`src/rtl/cpu_types_pkg.sv`:
```
// Shared CPU pipeline types: word type, MEM-stage FSM states and link-register width.
package cpu_types_pkg;
    localparam int WORD_W  = 32;
    localparam int REG_AW  = 5;
    localparam int LINK_AW = WORD_W - 2;

    typedef logic [WORD_W-1:0] word_t;

    typedef enum logic {
        IDLE   = 1'b0,
        ACCESS = 1'b1
    } memstate_t;
endpackage

```
`src/rtl/ll_sc_link.sv`:
```
// LL/SC link register: remembers the word address of the last LL and is
// cleared by SC completion, own store to that word, or a coherence invalidate.
module ll_sc_link
    import cpu_types_pkg::*;
#(
    parameter int AW = LINK_AW
) (
    input  logic          CLK,
    input  logic          RST,
    input  logic          i_set,
    input  logic [AW-1:0] i_set_addr,
    input  logic          i_clr,
    input  logic          i_inv,
    input  logic [AW-1:0] i_inv_addr,
    input  logic [AW-1:0] i_chk_addr,
    output logic          o_match
);
    logic          r_valid;
    logic [AW-1:0] r_addr;
    logic          w_inv_hit_set;
    logic          w_inv_hit;

    assign w_inv_hit_set = i_inv & (i_inv_addr == i_set_addr);
    assign w_inv_hit     = i_inv & (i_inv_addr == r_addr);

    // An invalidate racing the LL fill to the same word leaves the link cleared.
    always_ff @(posedge CLK or posedge RST) begin
        if (RST) begin
            r_valid <= 1'b0;
            r_addr  <= '0;
        end else if (i_set) begin
            r_valid <= ~w_inv_hit_set;
            r_addr  <= i_set_addr;
        end else if (i_clr | w_inv_hit) begin
            r_valid <= 1'b0;
        end
    end

    assign o_match = r_valid & (r_addr == i_chk_addr);
endmodule

```
`src/rtl/memory_stage.sv`:
```
// MEM stage: drives the dcache handshake for LW/SW/LL/SC, owns the LL/SC link,
// stalls upstream until the access completes and registers the MEM/WB outputs.
module memory_stage
    import cpu_types_pkg::*;
#(
    parameter int WORD_W   = 32,
    parameter int REG_AW   = 5,
    parameter int WAIT_MAX = 255
) (
    input  logic              CLK,
    input  logic              RST,
    input  logic              flush,
    input  logic              in_valid,
    input  logic [WORD_W-1:0] in_aluout,
    input  logic [WORD_W-1:0] in_storedat,
    input  logic              in_dREN,
    input  logic              in_dWEN,
    input  logic              in_datomic,
    input  logic              in_RegWrite,
    input  logic              in_MemtoReg,
    input  logic              in_jal,
    input  logic [REG_AW-1:0] in_wsel,
    input  logic [WORD_W-1:0] in_pc4,
    input  logic              in_halt,
    output logic              dmemREN,
    output logic              dmemWEN,
    output logic [WORD_W-1:0] dmemaddr,
    output logic [WORD_W-1:0] dmemstore,
    input  logic [WORD_W-1:0] dmemload,
    input  logic              dhit,
    input  logic              ccinv,
    input  logic [WORD_W-1:0] ccsnoopaddr,
    output logic              mem_stall,
    output logic              mem_timeout,
    output logic              wb_valid,
    output logic              wb_RegWrite,
    output logic              wb_halt,
    output logic [REG_AW-1:0] wb_wsel,
    output logic [WORD_W-1:0] wb_wdat
);
    localparam int LAW = WORD_W - 2;
    localparam int CW  = $clog2(WAIT_MAX + 1);

    memstate_t         r_state;
    memstate_t         w_state_nxt;
    logic [CW-1:0]     r_wait_cnt;
    logic              r_timeout;

    logic              w_live;
    logic              w_mem;
    logic              w_sc;
    logic              w_ll;
    logic              w_sw;
    logic              w_link_match;
    logic              w_sc_fail;
    logic              w_req;
    logic              w_done;
    logic [LAW-1:0]    w_waddr;
    logic [WORD_W-1:0] w_wdat;
    logic              w_unused_snoop_lo;

    assign w_waddr           = in_aluout[WORD_W-1:2];
    assign w_unused_snoop_lo = ^ccsnoopaddr[1:0];

    // Flush only squashes an instruction that has not yet started its access.
    assign w_live    = in_valid & ~wb_halt & ~(flush & (r_state == IDLE));
    assign w_mem     = w_live & (in_dREN | in_dWEN);
    assign w_sc      = w_mem & in_datomic & in_dWEN;
    assign w_ll      = w_mem & in_datomic & in_dREN & ~in_dWEN;
    assign w_sw      = w_mem & ~in_datomic & in_dWEN;
    assign w_sc_fail = w_sc & ~w_link_match;
    assign w_req     = w_mem & ~w_sc_fail;
    assign w_done    = w_live & (~w_req | dhit);

    // Reset gates the request combinationally so it drops before the next edge.
    assign dmemREN     = w_req & in_dREN & ~RST;
    assign dmemWEN     = w_req & in_dWEN & ~RST;
    assign dmemaddr    = (w_req & ~RST) ? {w_waddr, 2'b00} : '0;
    assign dmemstore   = (w_req & in_dWEN & ~RST) ? in_storedat : '0;
    assign mem_stall   = w_req & ~dhit & ~RST;
    assign mem_timeout = r_timeout;

    ll_sc_link #(.AW(LAW)) u_link (
        .CLK        (CLK),
        .RST        (RST),
        .i_set      (w_ll & dhit),
        .i_set_addr (w_waddr),
        .i_clr      ((w_sc & w_done) | (w_sw & dhit & w_link_match)),
        .i_inv      (ccinv),
        .i_inv_addr (ccsnoopaddr[WORD_W-1:2]),
        .i_chk_addr (w_waddr),
        .o_match    (w_link_match)
    );

    always_ff @(posedge CLK or posedge RST) begin
        if (RST) r_state <= IDLE;
        else     r_state <= w_state_nxt;
    end

    always_comb begin
        w_state_nxt = r_state;
        case (r_state)
            IDLE:    if (w_req & ~dhit) w_state_nxt = ACCESS;
            ACCESS:  if (~w_req | dhit) w_state_nxt = IDLE;
            default: w_state_nxt = IDLE;
        endcase
    end

    // Diagnostic wait counter: saturates, pulses once, never aborts the access.
    always_ff @(posedge CLK or posedge RST) begin
        if (RST) begin
            r_wait_cnt <= '0;
            r_timeout  <= 1'b0;
        end else begin
            r_timeout <= 1'b0;
            if ((r_state == ACCESS) && (w_state_nxt == ACCESS)) begin
                if (r_wait_cnt != CW'(WAIT_MAX))   r_wait_cnt <= r_wait_cnt + 1'b1;
                if (r_wait_cnt == CW'(WAIT_MAX-1)) r_timeout  <= 1'b1;
            end else if (w_state_nxt == IDLE) begin
                r_wait_cnt <= '0;
            end
        end
    end

    always_comb begin
        w_wdat = in_aluout;
        if (in_jal)
            w_wdat = in_pc4;
        else if (in_MemtoReg)
            w_wdat = (in_datomic & in_dWEN) ? {{(WORD_W-1){1'b0}}, ~w_sc_fail} : dmemload;
    end

    always_ff @(posedge CLK or posedge RST) begin
        if (RST) begin
            wb_valid    <= 1'b0;
            wb_RegWrite <= 1'b0;
            wb_halt     <= 1'b0;
            wb_wsel     <= '0;
            wb_wdat     <= '0;
        end else if (w_done) begin
            wb_valid    <= 1'b1;
            wb_RegWrite <= in_RegWrite;
            wb_halt     <= wb_halt | in_halt;
            wb_wsel     <= in_wsel;
            wb_wdat     <= w_wdat;
        end else begin
            wb_valid    <= 1'b0;
            wb_RegWrite <= 1'b0;
        end
    end
endmodule

```
`config.mk`:
```
export PLATFORM = sky130hd
export DESIGN_NAME = memory_stage
export DESIGN_NICKNAME = d
export VERILOG_FILES = /design/src/rtl/cpu_types_pkg.sv /design/src/rtl/ll_sc_link.sv /design/src/rtl/memory_stage.sv
export SDC_FILE = /design/constraint.sdc
export NUM_CORES = 1
export LEC_CHECK = 0
export CAP_MARGIN = 15
export CORE_ASPECT_RATIO = 1.75
export CORE_MARGIN = 4
export CORE_UTILIZATION = 42
export CTS_CLUSTER_SIZE = 10
export DETAILED_ROUTE_END_ITERATION = 8
export PLACE_DENSITY = 0.91
export SYNTH_ARGS = -nofsm -noshare
export SYNTH_HDL_FRONTEND = slang
export SYNTH_HIERARCHICAL = 1
export SYNTH_SLANG_ARGS = --single-unit
```
`constraint.sdc`:
```
create_clock -name CLK -period 11.29 [get_ports CLK]
set_input_delay 2.8225 -clock CLK [delete_from_list [all_inputs] [get_ports CLK]]
set_output_delay 2.8225 -clock CLK [all_outputs]
set_load 0.01 [all_outputs]
```
Yosys cells after proc, flatten, opt, wreduce, memory -nomap -nowiden
Cells that the tools add are included.
- logic and storage cells: 82
- flip-flop bits (word level): 81
- reduce and logical (&&, ||, !) cells: 3
- add/sub/neg operators: 1
- bitwise logic cells: 44
- equal/unequal tests: 7
- multiplexer cells: 17
- operators by type and width (kind ; number):
    $mux 32 ; 5
    $eq 30x30->1 ; 3
    $and 1x1->1 ; 28
    $mux 8 ; 3
    $not 1->1 ; 11
    $add 8x1->8 const B ; 1
    $eq 8x8->1 const B ; 1
    $mux 1 ; 8
    $ne 8x8->1 const B ; 1
    $or 1x1->1 ; 5
    $ne 2x1->1 const B ; 2
    $pmux 1 s2 ; 1
    $reduce_and 2->1 ; 1
    $reduce_bool 2->1 ; 1
    $logic_and 1x1->1 ; 1

Depth between registers and ports, before layout
Gate-level depths: netlist of run 1.
- word-level depth: 18
- gate-level depth with buffers: 10

Cells and area by module
The synthesis of run 1 kept the hierarchy.
- by module, submodules not included (module ; instances ; cells each ; area an instance (µm²)):
    memory_stage ; 1 ; 322 ; 2907.8
    ll_sc_link ; 1 ; 187 ; 2134.5

Worst setup path after synthesis of run 1
No wires, ideal clock.
- path type: input to output
- start point: input port in_aluout[29]
- end point: output port dmemREN
- cell stages on the path: 9
- path slack: 3.421 ns
- required time: 8.468 ns
- arrival: 5.046 ns
- path buffers: 1
- path through: xnor2_1 nand4_2 or4_1 nor4_2 and3b_4 or2_1 nor3_1 clkbuf_1 and2_1
- cells in the longest elaborated chain, start to end: 8
- ends and longest elaborated chain (what ; line ; source):
    start: declaration ; memory_stage.sv:14 ; input logic [WORD_W-1:0] in_aluout,
    $eq 30x30->1 ; ll_sc_link.sv:39 ; assign o_match = r_valid & (r_addr == i_chk_addr);
    $and 1x1->1 ; ll_sc_link.sv:39 ;
    via w_link_match ; memory_stage.sv:54 ; logic w_link_match;
    $not 1->1 ; memory_stage.sv:71 ; assign w_sc_fail = w_sc & ~w_link_match;
    $and 1x1->1 ; memory_stage.sv:71 ;
    $not 1->1 ; memory_stage.sv:72 ; assign w_req = w_mem & ~w_sc_fail;
    $and 1x1->1 ; memory_stage.sv:72 ;
    $and 1x1->1 (2 in series) ; memory_stage.sv:76 ; assign dmemREN = w_req & in_dREN & ~RST;
    end: declaration ; memory_stage.sv:25 ; output logic dmemREN,
The timed path passes the listed nets, and every way through them passes these cells.

Final worst setup path of run 1
- start point: input port in_aluout[20]
- end point: output port dmemaddr[4]
- cells in the longest elaborated chain, start to end: 8
- ends and longest elaborated chain (what ; line ; source):
    $eq 30x30->1 ; ll_sc_link.sv:39 ;
    $and 1x1->1 ; ll_sc_link.sv:39 ;
    via w_link_match ; memory_stage.sv:54 ;
    $not 1->1 ; memory_stage.sv:71 ;
    $and 1x1->1 ; memory_stage.sv:71 ;
    $not 1->1 ; memory_stage.sv:72 ;
    $and 1x1->1 ; memory_stage.sv:72 ;
    $and 1x1->1 ; memory_stage.sv:78 ; assign dmemaddr = (w_req & ~RST) ? {w_waddr, 2'b00} : '0;
    $mux 32 ; memory_stage.sv:78 ;
    end: declaration ; memory_stage.sv:27 ; output logic [WORD_W-1:0] dmemaddr,
The timed path passes the listed nets, and every way through them passes these cells.

==> results.sh, run 1 <==
export IMPL_status="finished clean"
export IMPL_io_buffers=281
export IMPL_drc_errors=0
export IMPL_cp_arrival_ns=6.68
export IMPL_total_power_uw=1200
export IMPL_synth_seq_area_share=0.4020
export IMPL_ys_flop_type="dfrtp_1"
export IMPL_cts_tree="built"
export IMPL_finalCritPeriodShare=0.8420
export IMPL_rsz0062_at_grt="false"
export IMPL_drtIter0Drc=464
export IMPL_cts_inserted_buffers=9
export IMPL_grt_usage=0.2912
export IMPL_fmax_mhz=105.2
export IMPL_postCtsSetupRepairBufs=0
export IMPL_initial_utilization=0.4330
export IMPL_antenna_found_initial=0
export IMPL_clkTransAtPathRegs_ns=0.06
export IMPL_die_area_um2=13890
export IMPL_fin_setup_tns_ns=0
export IMPL_cp_end_kind="output pin"
export IMPL_layout_min_cycle_time_ns=9.506
export IMPL_dr_pass1_iters=6
export IMPL_place_hpwl_mm=16.48
export IMPL_hold_class="register to register"
export IMPL_grt_max_degree=68
export IMPL_slew_violations=0
export IMPL_fp_dieH_um=152.9
export IMPL_clock_sinks=81
export IMPL_slew_headroom=0.5950
export IMPL_h_tree_depth=3
export IMPL_fin_skew_ns=0.006326
export IMPL_drive_above_1_share=0.08513
export IMPL_wl_per_cell_um=22.37
export IMPL_clk_latency_ns=0.34
export IMPL_grt_overflow=0
export IMPL_synthTopCellsByArea="dfrtp_1 40%, xnor2_1 11%, and2_1 8.1%"
export IMPL_holdBufCountCts=0
export IMPL_max_cap_violations=0
export IMPL_clock_path_buffers=2
export IMPL_worstPathMaxFanout=30
export IMPL_stdcell_count=922
export IMPL_cts_root_buf="clkbuf_16"
export IMPL_syn_cell_area_um2=5042
export IMPL_chipWidth_um=90.83
export IMPL_postPlaceCellArea_um2=7973
export IMPL_final_area_um2=8318
export IMPL_worst_pin_slew_ns=0.6065
export IMPL_p_leak_uw=0.003329
export IMPL_async_flop_share=1.000
export IMPL_setup_violations=0
export IMPL_yosysTopAreaCellShare=0.4020
export IMPL_critPathKind="input port to output pin"
export IMPL_multiInputGateArea_um2=2882
export IMPL_post_synth_cell_area_avg_um2=9.906
export IMPL_ff_latch_area_um2=2027
export IMPL_postCtsResizedCells=0
export IMPL_final_hold_viol_count=0
export IMPL_ys_types=49
export IMPL_vdd_ir_drop_max_uv=82.47
export IMPL_grt_pass1_wl_mm=31.51
export IMPL_synthCells=509
export IMPL_coreArea_um2=11650
export IMPL_ios=286
export IMPL_area_growth_pct=64.96
export IMPL_ys_ff_latch=81
export IMPL_required_ns=8.47
export IMPL_fillCellCount=845
export IMPL_row_count=52
export IMPL_avgViaCountPerCell=5.771
export IMPL_dp_cells=904
export IMPL_vias=5321
export IMPL_yosysWarningCount=6
export IMPL_wl_mm=20.63
export IMPL_critPathLaunchType="input port"
export IMPL_antenna_violating_nets_post_route=0
export IMPL_powerDensity_nw_per_um2=144.2
export IMPL_grt_pass1_vias=5734
export IMPL_nets=962
export IMPL_fin_util=0.7142
export IMPL_synth_top_cell_by_area="dfrtp_1"
export IMPL_diodes=0
export IMPL_gp_congestion=0.9331
export IMPL_synth_edff_count=0
[worst max-delay path, cell delays in order]
cell and delay, ns:
clkdlybuf4s50_1 0.52, xnor2_1 0.41, nand4_1 0.16, or4_1 0.55, nor4_2 0.44, and3b_4 0.27, or2_1 0.27, nor3_2 0.19
buf_4 0.32, and2_1 0.18, clkdlybuf4s50_1 0.55
[flip-flops by register name (all words and copies together), names as in the netlist]
| name | flops |
|---|---|
| wb_RegWrite | 1 |
| u_link/r_addr | 30 |
| wb_halt | 1 |
| r_wait_cnt | 8 |
| wb_wdat | 32 |
| mem_timeout | 1 |
| wb_valid | 1 |
| u_link/r_valid | 1 |
| r_state | 1 |
| wb_wsel | 5 |
[layout by cell type (no fill, tap or decap), types with 2 or more instances in the layout]
cell type / synthesis / final
nor3b_1: 3 / 3
o211ai_1: 2 / 2
ha_1: 2 / 2
clkdlybuf4s50_1: 0 / 281
nand3_1: 2 / 2
nor2_2: 0 / 2
clkinvlp_4: 0 / 2
a222oi_1: 30 / 30
a21oi_1: 3 / 3
nand2_1: 50 / 50
clkbuf_16: 0 / 9
nor4_1: 11 / 11
buf_4: 2 / 7
inv_1: 7 / 6
conb_1: 1 / 2
nor2_1: 12 / 10
mux2_2: 30 / 30
dfrtp_1: 81 / 81
xor2_1: 29 / 29
and2_1: 65 / 65
xnor2_1: 65 / 65
clkinv_4: 0 / 2
and3_1: 2 / 2
or4_1: 2 / 2
o21ai_0: 33 / 33
nor2b_1: 2 / 2
nand4_1: 22 / 22
nand4b_1: 2 / 2
[routing by layer]
metal,up-vias,track usage,wire length [µm]
met5,-,0,0
met4,0,0.1561,1152
met3,69,0.06591,1679
met2,340,0.5108,10530
met1,2548,0.3247,7263
li1,2364,-,-
[power by group]
part / internal, µW / switching (µW) / total, µW
logic: 260 / 198 / 458
registers: 380 / 64.1 / 444
clock network: 178 / 120 / 298
[cell usage after synthesis, drive strengths merged (3+ instances only)]
library cell	number
a222oi	30
nand2	51
nor3b	3
nand4	23
xor2	29
inv	7
buf	11
nor4	13
a21oi	3
dfrtp	81
and2	65
o21ai	34
nor2	12
clkbuf	18
xnor2	65
mux2	30
[cell type report]
type / instances / share of cell area
clock buffer: 10 / 0.02873
clock inverter: 6 / 0.008123
inverter: 8 / 0.003610
multi-input combinational: 392 / 0.3464
sequential: 81 / 0.2437
tap: 135 / 0.02031
timing repair buffer: 290 / 0.3491
[stage by stage]
stage	setup slack (ns)	hold WS [ns]
after CTS	1.708	0.4836
final	1.784	0.4805
after detailed placement	1.712	0.4703
after floorplan	3.421	0.5110
after global routing	1.667	0.5020
after global placement	1.876	0.4630
[final timing paths]
check                                                   start                        end  slack [ns]  cells past startpoint
worst max-delay path                            in_aluout[20]                dmemaddr[4]        1.78                     11
worst min-delay path                      wb_halt$_DFFE_PP0N_        wb_halt$_DFFE_PP0N_        0.48                      1
worst max register to register  u_link/r_addr[18]$_DFFE_PP0P_      mem_timeout$_DFF_PP0_        7.83                      8
worst min register to register            wb_halt$_DFFE_PP0N_        wb_halt$_DFFE_PP0N_        0.48                      1
max in group asynchronous                                 RST    wb_wdat[27]$_DFFE_PP0N_        7.58                      3
min in group asynchronous                                 RST  r_wait_cnt[4]$_DFFE_PP0P_        3.17                      2
[cells by family (layout without fill, tap and decap cells)]
family,count (synthesis),count (layout),synth area share
compound gates,78,78,0.1174
xor+xnor,94,94,0.1633
fa+ha+maj,2,2,0.004962
buf+inv,37,314,0.03176
flops,81,81,0.4020
mux,31,31,0.06898
other cells,1,2,0.0007437
simple gates,185,185,0.2109
Power figures use the tool's default switching activity.
==> run 2, diff against run 1 <==
--- a/config.mk
+++ b/config.mk
@@ -8,10 +8,10 @@
 export CAP_MARGIN = 15
 export CORE_ASPECT_RATIO = 1.75
 export CORE_MARGIN = 4
-export CORE_UTILIZATION = 42
+export CORE_UTILIZATION = 35
 export CTS_CLUSTER_SIZE = 10
 export DETAILED_ROUTE_END_ITERATION = 8
-export PLACE_DENSITY = 0.91
+export PLACE_DENSITY = 0.81
 export SYNTH_ARGS = -nofsm -noshare
 export SYNTH_HDL_FRONTEND = slang
 export SYNTH_HIERARCHICAL = 1
==> constraint.sdc (replaced) <==
create_clock -name CLK -period 8.7 [get_ports CLK]
set_input_delay 2.175 -clock CLK [delete_from_list [all_inputs] [get_ports CLK]]
set_output_delay 2.175 -clock CLK [all_outputs]
set_load 0.01 [all_outputs]
==> run 2 against run 1 <==
  * Sequential power rose by 28%
  * Combinational power rose by 29%
  * Clock skew is 0.0034 ns higher
  * Cell area rose by 2.1%
  * Clock-buffer cell count is the same
  * Worst setup slack lost 1.2 ns
  * Total power up 27%
  * Clock power increased by 23%
  * Global-route usage fell by 5.3 points
  * Critical path type unchanged
==> results.sh, run 2 (same netlist as run 1, synthesis figures left out) <==
export IMPL_clk_latency_ns=0.33
export IMPL_fillCellCount=1227
export IMPL_area_growth_pct=68.44
export IMPL_largest_reg_flops=32
export IMPL_wl_per_cell_um=20.43
export IMPL_rsz0062_at_grt="false"
export IMPL_largestRegisters="wb_wdat (32), u_link/r_addr (30), r_wait_cnt (8)"
export IMPL_min_from="wb_wsel[4]$_DFFE_PP0N_"
export IMPL_postCtsResizedCells=0
export IMPL_postCtsSetupRepairBufs=0
export IMPL_coreArea_um2=13980
export IMPL_hold_class="register to register"
export IMPL_fmax_mhz=123.0
export IMPL_critPathLaunchType="input port"
export IMPL_met1_length_mm=7.719
export IMPL_largest_register="wb_wdat"
export IMPL_critPathKind="input port to output pin"
export IMPL_ff2ff_setup_slack_ns=5.34
export IMPL_slew_violations=0
export IMPL_antenna_violating_nets_post_route=0
export IMPL_powerDensity_nw_per_um2=179.8
export IMPL_p_leak_uw=0.003417
export IMPL_diodes=0
export IMPL_gp_congestion=0.8882
export IMPL_layout_min_cycle_time_ns=8.133
export IMPL_drive_above_1_share=0.1078
export IMPL_crit_reg2reg_capture="mem_timeout$_DFF_PP0_"
export IMPL_path_common_cell="clkdlybuf4s50_1"
export IMPL_ff_latch_area_um2=2027
export IMPL_worstPathMaxFanout=25
export IMPL_cp_slowest_cell="clkdlybuf4s50_1"
export IMPL_cts_inserted_buffers=9
export IMPL_final_hold_viol_count=0
export IMPL_slew_headroom=0.6127
export IMPL_h_tree_depth=3
export IMPL_stdcell_count=984
export IMPL_grt_max_degree=68
export IMPL_layout_commonest_cell="clkdlybuf4s50_1"
export IMPL_vdd_ir_drop_max_uv=89.13
export IMPL_ios=286
export IMPL_wl_met3_mm=1.087
export IMPL_wl_mm=20.11
export IMPL_crit_path_end="dmemaddr[30]"
export IMPL_fp_dieH_um=166.8
export IMPL_dp_cells=967
export IMPL_rr_worst_depth=8
export IMPL_cts_tree="built"
export IMPL_grt_overflow=0
export IMPL_place_hpwl_mm=16.08
export IMPL_dr_pass1_iters=8
export IMPL_setup_violations=0
export IMPL_dr_max_layer_used="met4"
export IMPL_drc_errors=0
export IMPL_initial_utilization=0.3607
export IMPL_holdBufCountCts=0
export IMPL_vias=5133
export IMPL_die_area_um2=16470
export IMPL_worst_pin_slew_ns=0.5810
export IMPL_drtIter0Drc=315
export IMPL_clock_path_buffers=2
export IMPL_status="finished clean"
export IMPL_cp_end_kind="output pin"
export IMPL_rr_startpoint="u_link/r_addr[9]$_DFFE_PP0P_"
export IMPL_worstPathCellList="clkdlybuf4s50_1, xnor2_1, nand4_2, or4_1, nor4_2, and3b_4, or2_1, nor3_2, buf_4, and2_1, clkdlybuf4s50_1"
export IMPL_grt_pass1_wl_mm=30.47
export IMPL_io_buffers=281
export IMPL_route_met2_wl_mm=10.59
export IMPL_fin_setup_tns_ns=0
export IMPL_row_count=57
export IMPL_avgViaCountPerCell=5.216
export IMPL_max_cap_violations=0
export IMPL_antenna_found_initial=0
export IMPL_cp_arrival_ns=5.96
export IMPL_chipWidth_um=98.73
export IMPL_finalCritPeriodShare=0.9348
export IMPL_required_ns=6.53
export IMPL_clock_sinks=81
export IMPL_grt_pass1_vias=5372
export IMPL_grt_usage=0.2382
export IMPL_nets=982
export IMPL_clkTransAtPathRegs_ns=0.07
export IMPL_multiInputGateArea_um2=2882
export IMPL_slowest_delay_ns=0.55
export IMPL_final_cell_mix="281 x clkdlybuf4s50_1, 81 x dfrtp_1, 65 x xnor2_1, 65 x and2_1, 50 x nand2_1"
export IMPL_crit_start="in_aluout[29]"
export IMPL_fin_skew_ns=0.009717
export IMPL_cts_root_buf="clkbuf_16"
## run 2: cell types whose count changed in the layout (fill, tap and decap cells not counted)
| cell | change |
|---|---|
| clkinv_2 | -1 |
| clkinvlp_4 | -1 |
| buf_6 | -1 |
| buf_12 | +1 |
| clkinv_4 | +1 |
| buf_4 | +21 |
| inv_6 | +2 |
| bufinv_16 | -1 |
| buf_16 | -1 |
## run 2: how the worst min path moves through the flow
stage,to,slack [ns],cells after the start
3_5_place_dp,wb_wsel[4]$_DFFE_PP0N_,0.46,2
3_3_place_gp,wb_wsel[4]$_DFFE_PP0N_,0.46,2
5_1_grt,wb_wsel[4]$_DFFE_PP0N_,0.50,2
4_1_cts,wb_wsel[4]$_DFFE_PP0N_,0.48,2
2_1_floorplan,wb_halt$_DFFE_PP0N_,0.51,1
6_report,wb_wsel[4]$_DFFE_PP0N_,0.47,2
## run 2: per-layer routing
metal | vias to the layer above | global-route usage
met5 | - | 0
met4 | 0 | 0.09750
met3 | 42 | 0.03600
met2 | 235 | 0.4215
met1 | 2449 | 0.2845
li1 | 2407 | -
## run 2: report_power, final
part           switching, µW  internal, µW
Combinational            250           343
Sequential              76.0           493
Clock                    161           205
Total                    487          1040
## run 2: worst max-delay path: cells and delay by family
family | cells | cell delay (ns)
XOR/XNOR | 1 | 0.28
buffers and inverters | 3 | 1.42
AND/OR/NAND/NOR | 7 | 2.06
## run 2: through the flow
| stage | setup WS (ns) | area [µm²] | utilization | total power [µW] | hold slack (ns) |
|---|---|---|---|---|---|
| 2_1_floorplan | 2.126 | 5046 | - | 805.3 | 0.5110 |
| 3_3_place_gp | 0.5687 | 8183 | 0.5854 | 1152 | 0.4588 |
| 3_5_place_dp | 0.5501 | 8183 | 0.5854 | 1170 | 0.4611 |
| 4_1_cts | 0.5170 | 8473 | 0.6062 | 1541 | 0.4782 |
| 5_1_grt | 0.3807 | 8493 | 0.6076 | 1610 | 0.4967 |
| 6_report | 0.5673 | 8493 | 0.6076 | 1527 | 0.4744 |
## run 2: layout make-up
type,count,share of cell area
flip-flops and latches,81,0.2387
multi-input cells,392,0.3393
inverters,8,0.003536
clock inverters,6,0.006040
well taps,177,0.02608
repair buffers,310,0.3583
clock buffers,10,0.02814
==> run 3, diff against run 2 <==
--- a/config.mk
+++ b/config.mk
@@ -5,7 +5,7 @@
 export SDC_FILE = /design/constraint.sdc
 export NUM_CORES = 1
 export LEC_CHECK = 0
-export CAP_MARGIN = 15
+export CAP_MARGIN = 30
 export CORE_ASPECT_RATIO = 1.75
 export CORE_MARGIN = 4
 export CORE_UTILIZATION = 35
==> run 3 against run 2 <==
  * First-iteration DRC count rose by 5.7%
  * Global-route usage rose by 0.45 points
  * Core utilization barely moved
  * Worst setup slack got worse by 0.0076 ns
  * Register-to-register slack got worse by 0.05 ns
  * Combinational power barely moved
  * Routed wire length rose by 0.38%
  * Clock skew fell by 0.0022 ns
  * Cell area barely moved
  * Non-clock buffer count did not move
  * Total power rose by 0.74%
  * Clock power rose by 3%
==> results.sh, run 3 (same netlist as run 1, synthesis figures left out) <==
export IMPL_fin_ws_ns=0.5597
export IMPL_clkTransAtPathRegs_ns=0.06
export IMPL_antenna_violating_nets_post_route=0
export IMPL_postCtsSetupRepairBufs=0
export IMPL_ios=286
export IMPL_final_cell_mix="281 x clkdlybuf4s50_1, 81 x dfrtp_1, 65 x xnor2_1, 65 x and2_1, 50 x nand2_1"
export IMPL_postCtsResizedCells=0
export IMPL_cts_inserted_buffers=9
export IMPL_fin_setup_tns_ns=0
export IMPL_slowest_delay_ns=0.56
export IMPL_hold_class="register to register"
export IMPL_drive_above_1_share=0.1067
export IMPL_final_hold_viol_count=0
export IMPL_crit_family="simple AND/OR/NAND/NOR gates"
export IMPL_gp_congestion=0.8882
export IMPL_ff2ff_setup_slack_ns=5.29
export IMPL_cts_tree="built"
export IMPL_clk_latency_ns=0.33
export IMPL_drc_errors=0
export IMPL_status="finished clean"
export IMPL_worst_pin_slew_ns=0.5885
export IMPL_clock_path_buffers=2
export IMPL_initial_utilization=0.3607
export IMPL_setup_violations=0
export IMPL_diodes=0
export IMPL_drtIter0Drc=333
export IMPL_worstPathMaxFanout=25
export IMPL_wl_per_cell_um=20.53
export IMPL_required_ns=6.53
export IMPL_layout_min_cycle_time_ns=8.140
export IMPL_antenna_found_initial=0
export IMPL_grt_pass1_vias=5406
export IMPL_slew_headroom=0.6077
export IMPL_vias=5098
export IMPL_p_leak_uw=0.003411
export IMPL_grt_pass1_wl_mm=30.92
export IMPL_largest_register="wb_wdat"
export IMPL_critPathLaunchType="input port"
export IMPL_critPathKind="input port to output pin"
export IMPL_fmax_mhz=122.8
export IMPL_holdBufCountCts=0
export IMPL_cts_root_buf="clkbuf_16"
export IMPL_slew_violations=0
export IMPL_fin_skew_ns=0.007563
export IMPL_largest_reg_flops=32
export IMPL_max_cap_violations=0
export IMPL_path_common_cell="clkdlybuf4s50_1"
export IMPL_powerDensity_nw_per_um2=181.0
export IMPL_nets=982
export IMPL_dr_pass1_iters=7
export IMPL_io_buffers=281
export IMPL_h_tree_depth=3
export IMPL_grt_max_degree=68
export IMPL_clock_sinks=81
export IMPL_grt_overflow=0
export IMPL_area_growth_pct=68.54
export IMPL_cp_slowest_cell="clkdlybuf4s50_1"
export IMPL_coreArea_um2=13980
export IMPL_die_area_um2=16470
export IMPL_place_hpwl_mm=16.12
export IMPL_largestRegisters="wb_wdat (32), u_link/r_addr (30), r_wait_cnt (8)"
export IMPL_worstPathCellList="clkdlybuf4s50_1, xnor2_1, nand4_2, or4_1, nor4_2, and3b_4, or2_1, nor3_2, buf_4, and2_1, clkdlybuf4s50_1"
export IMPL_chipWidth_um=98.73
export IMPL_vdd_ir_drop_max_uv=96.90
export IMPL_cp_num_buf_inv=3
export IMPL_finalCritPeriodShare=0.9357
export IMPL_fp_dieH_um=166.8
export IMPL_layout_commonest_cell="clkdlybuf4s50_1"
export IMPL_pre_cts_slack_ns=0.5931
export IMPL_row_count=57
export IMPL_cp_arrival_ns=5.97
export IMPL_grt_usage=0.2427
export IMPL_wl_mm=20.18
export IMPL_cp_end_kind="output pin"
export IMPL_rsz0062_at_grt="false"
export IMPL_avgViaCountPerCell=5.186
## run 3: changes by cell type in the layout (fill, tap and decap cells not counted)
cell	before	now
inv_6	2	0
clkinvlp_4	1	3
clkinv_4	3	2
clkbuf_8	1	0
bufinv_16	0	1
## run 3: worst register-to-register path: stages (launching register included)
cell	delay, ns
dfrtp_1	0.40
xnor2_1	0.27
nand4_1	0.14
or4_1	0.56
nor4_2	0.54
and3b_4	0.29
o311ai_4	0.27
buf_4	0.54
o21ai_0	0.25
## run 3: stage by stage
step / area (µm²) / hold WS, ns / util / total power [µW] / cells
2_1_floorplan: 5046 / 0.5110 / - / 805.3 / 510
3_3_place_gp: 8183 / 0.4588 / 0.5854 / 1152 / 967
3_5_place_dp: 8203 / 0.4608 / 0.5868 / 1170 / 968
4_1_cts: 8498 / 0.4768 / 0.6079 / 1552 / 983
5_1_grt: 8498 / 0.4953 / 0.6079 / 1623 / 983
6_report: 8498 / 0.4752 / 0.6079 / 1538 / 983
## run 3: cell type report
class,count,area [µm²]
Clock buffer,9,225.2
Inverter,8,30.03
Multi-Input combinational cell,392,2882
Clock inverter,6,70.07
Timing Repair Buffer,310,3043
Fill cell,1225,5480
Tap cell,177,221.5
Sequential cell,81,2027
## run 3: power by group
part | internal, µW | switching, µW | total, µW
logic | 343 | 249 | 592
clock network | 222 | 157 | 378
registers | 493 | 75.4 | 568
total | 1060 | 481 | 1540
## run 3: layer usage
metal / global-route usage / vias to the layer above / part of all wire
met3: 0.03349 / 36 / 0.053
met4: 0.09810 / 0 / 0.033
met5: 0 / - / 0
met2: 0.4262 / 215 / 0.53
met1: 0.2955 / 2441 / 0.38
li1: - / 2406 / -
## run 3: worst paths after layout
path / from / end / cells after the start
min in group asynchronous: RST / wb_wdat[25]$_DFFE_PP0N_ / 2
worst min-delay path: wb_wsel[4]$_DFFE_PP0N_ / wb_wsel[4]$_DFFE_PP0N_ / 2
worst min register to register: wb_wsel[4]$_DFFE_PP0N_ / wb_wsel[4]$_DFFE_PP0N_ / 2
worst max-delay path: in_aluout[29] / dmemaddr[30] / 11
worst max register to register: u_link/r_addr[9]$_DFFE_PP0P_ / wb_wdat[11]$_DFFE_PP0N_ / 8
max in group asynchronous: RST / wb_wdat[10]$_DFFE_PP0N_ / 3
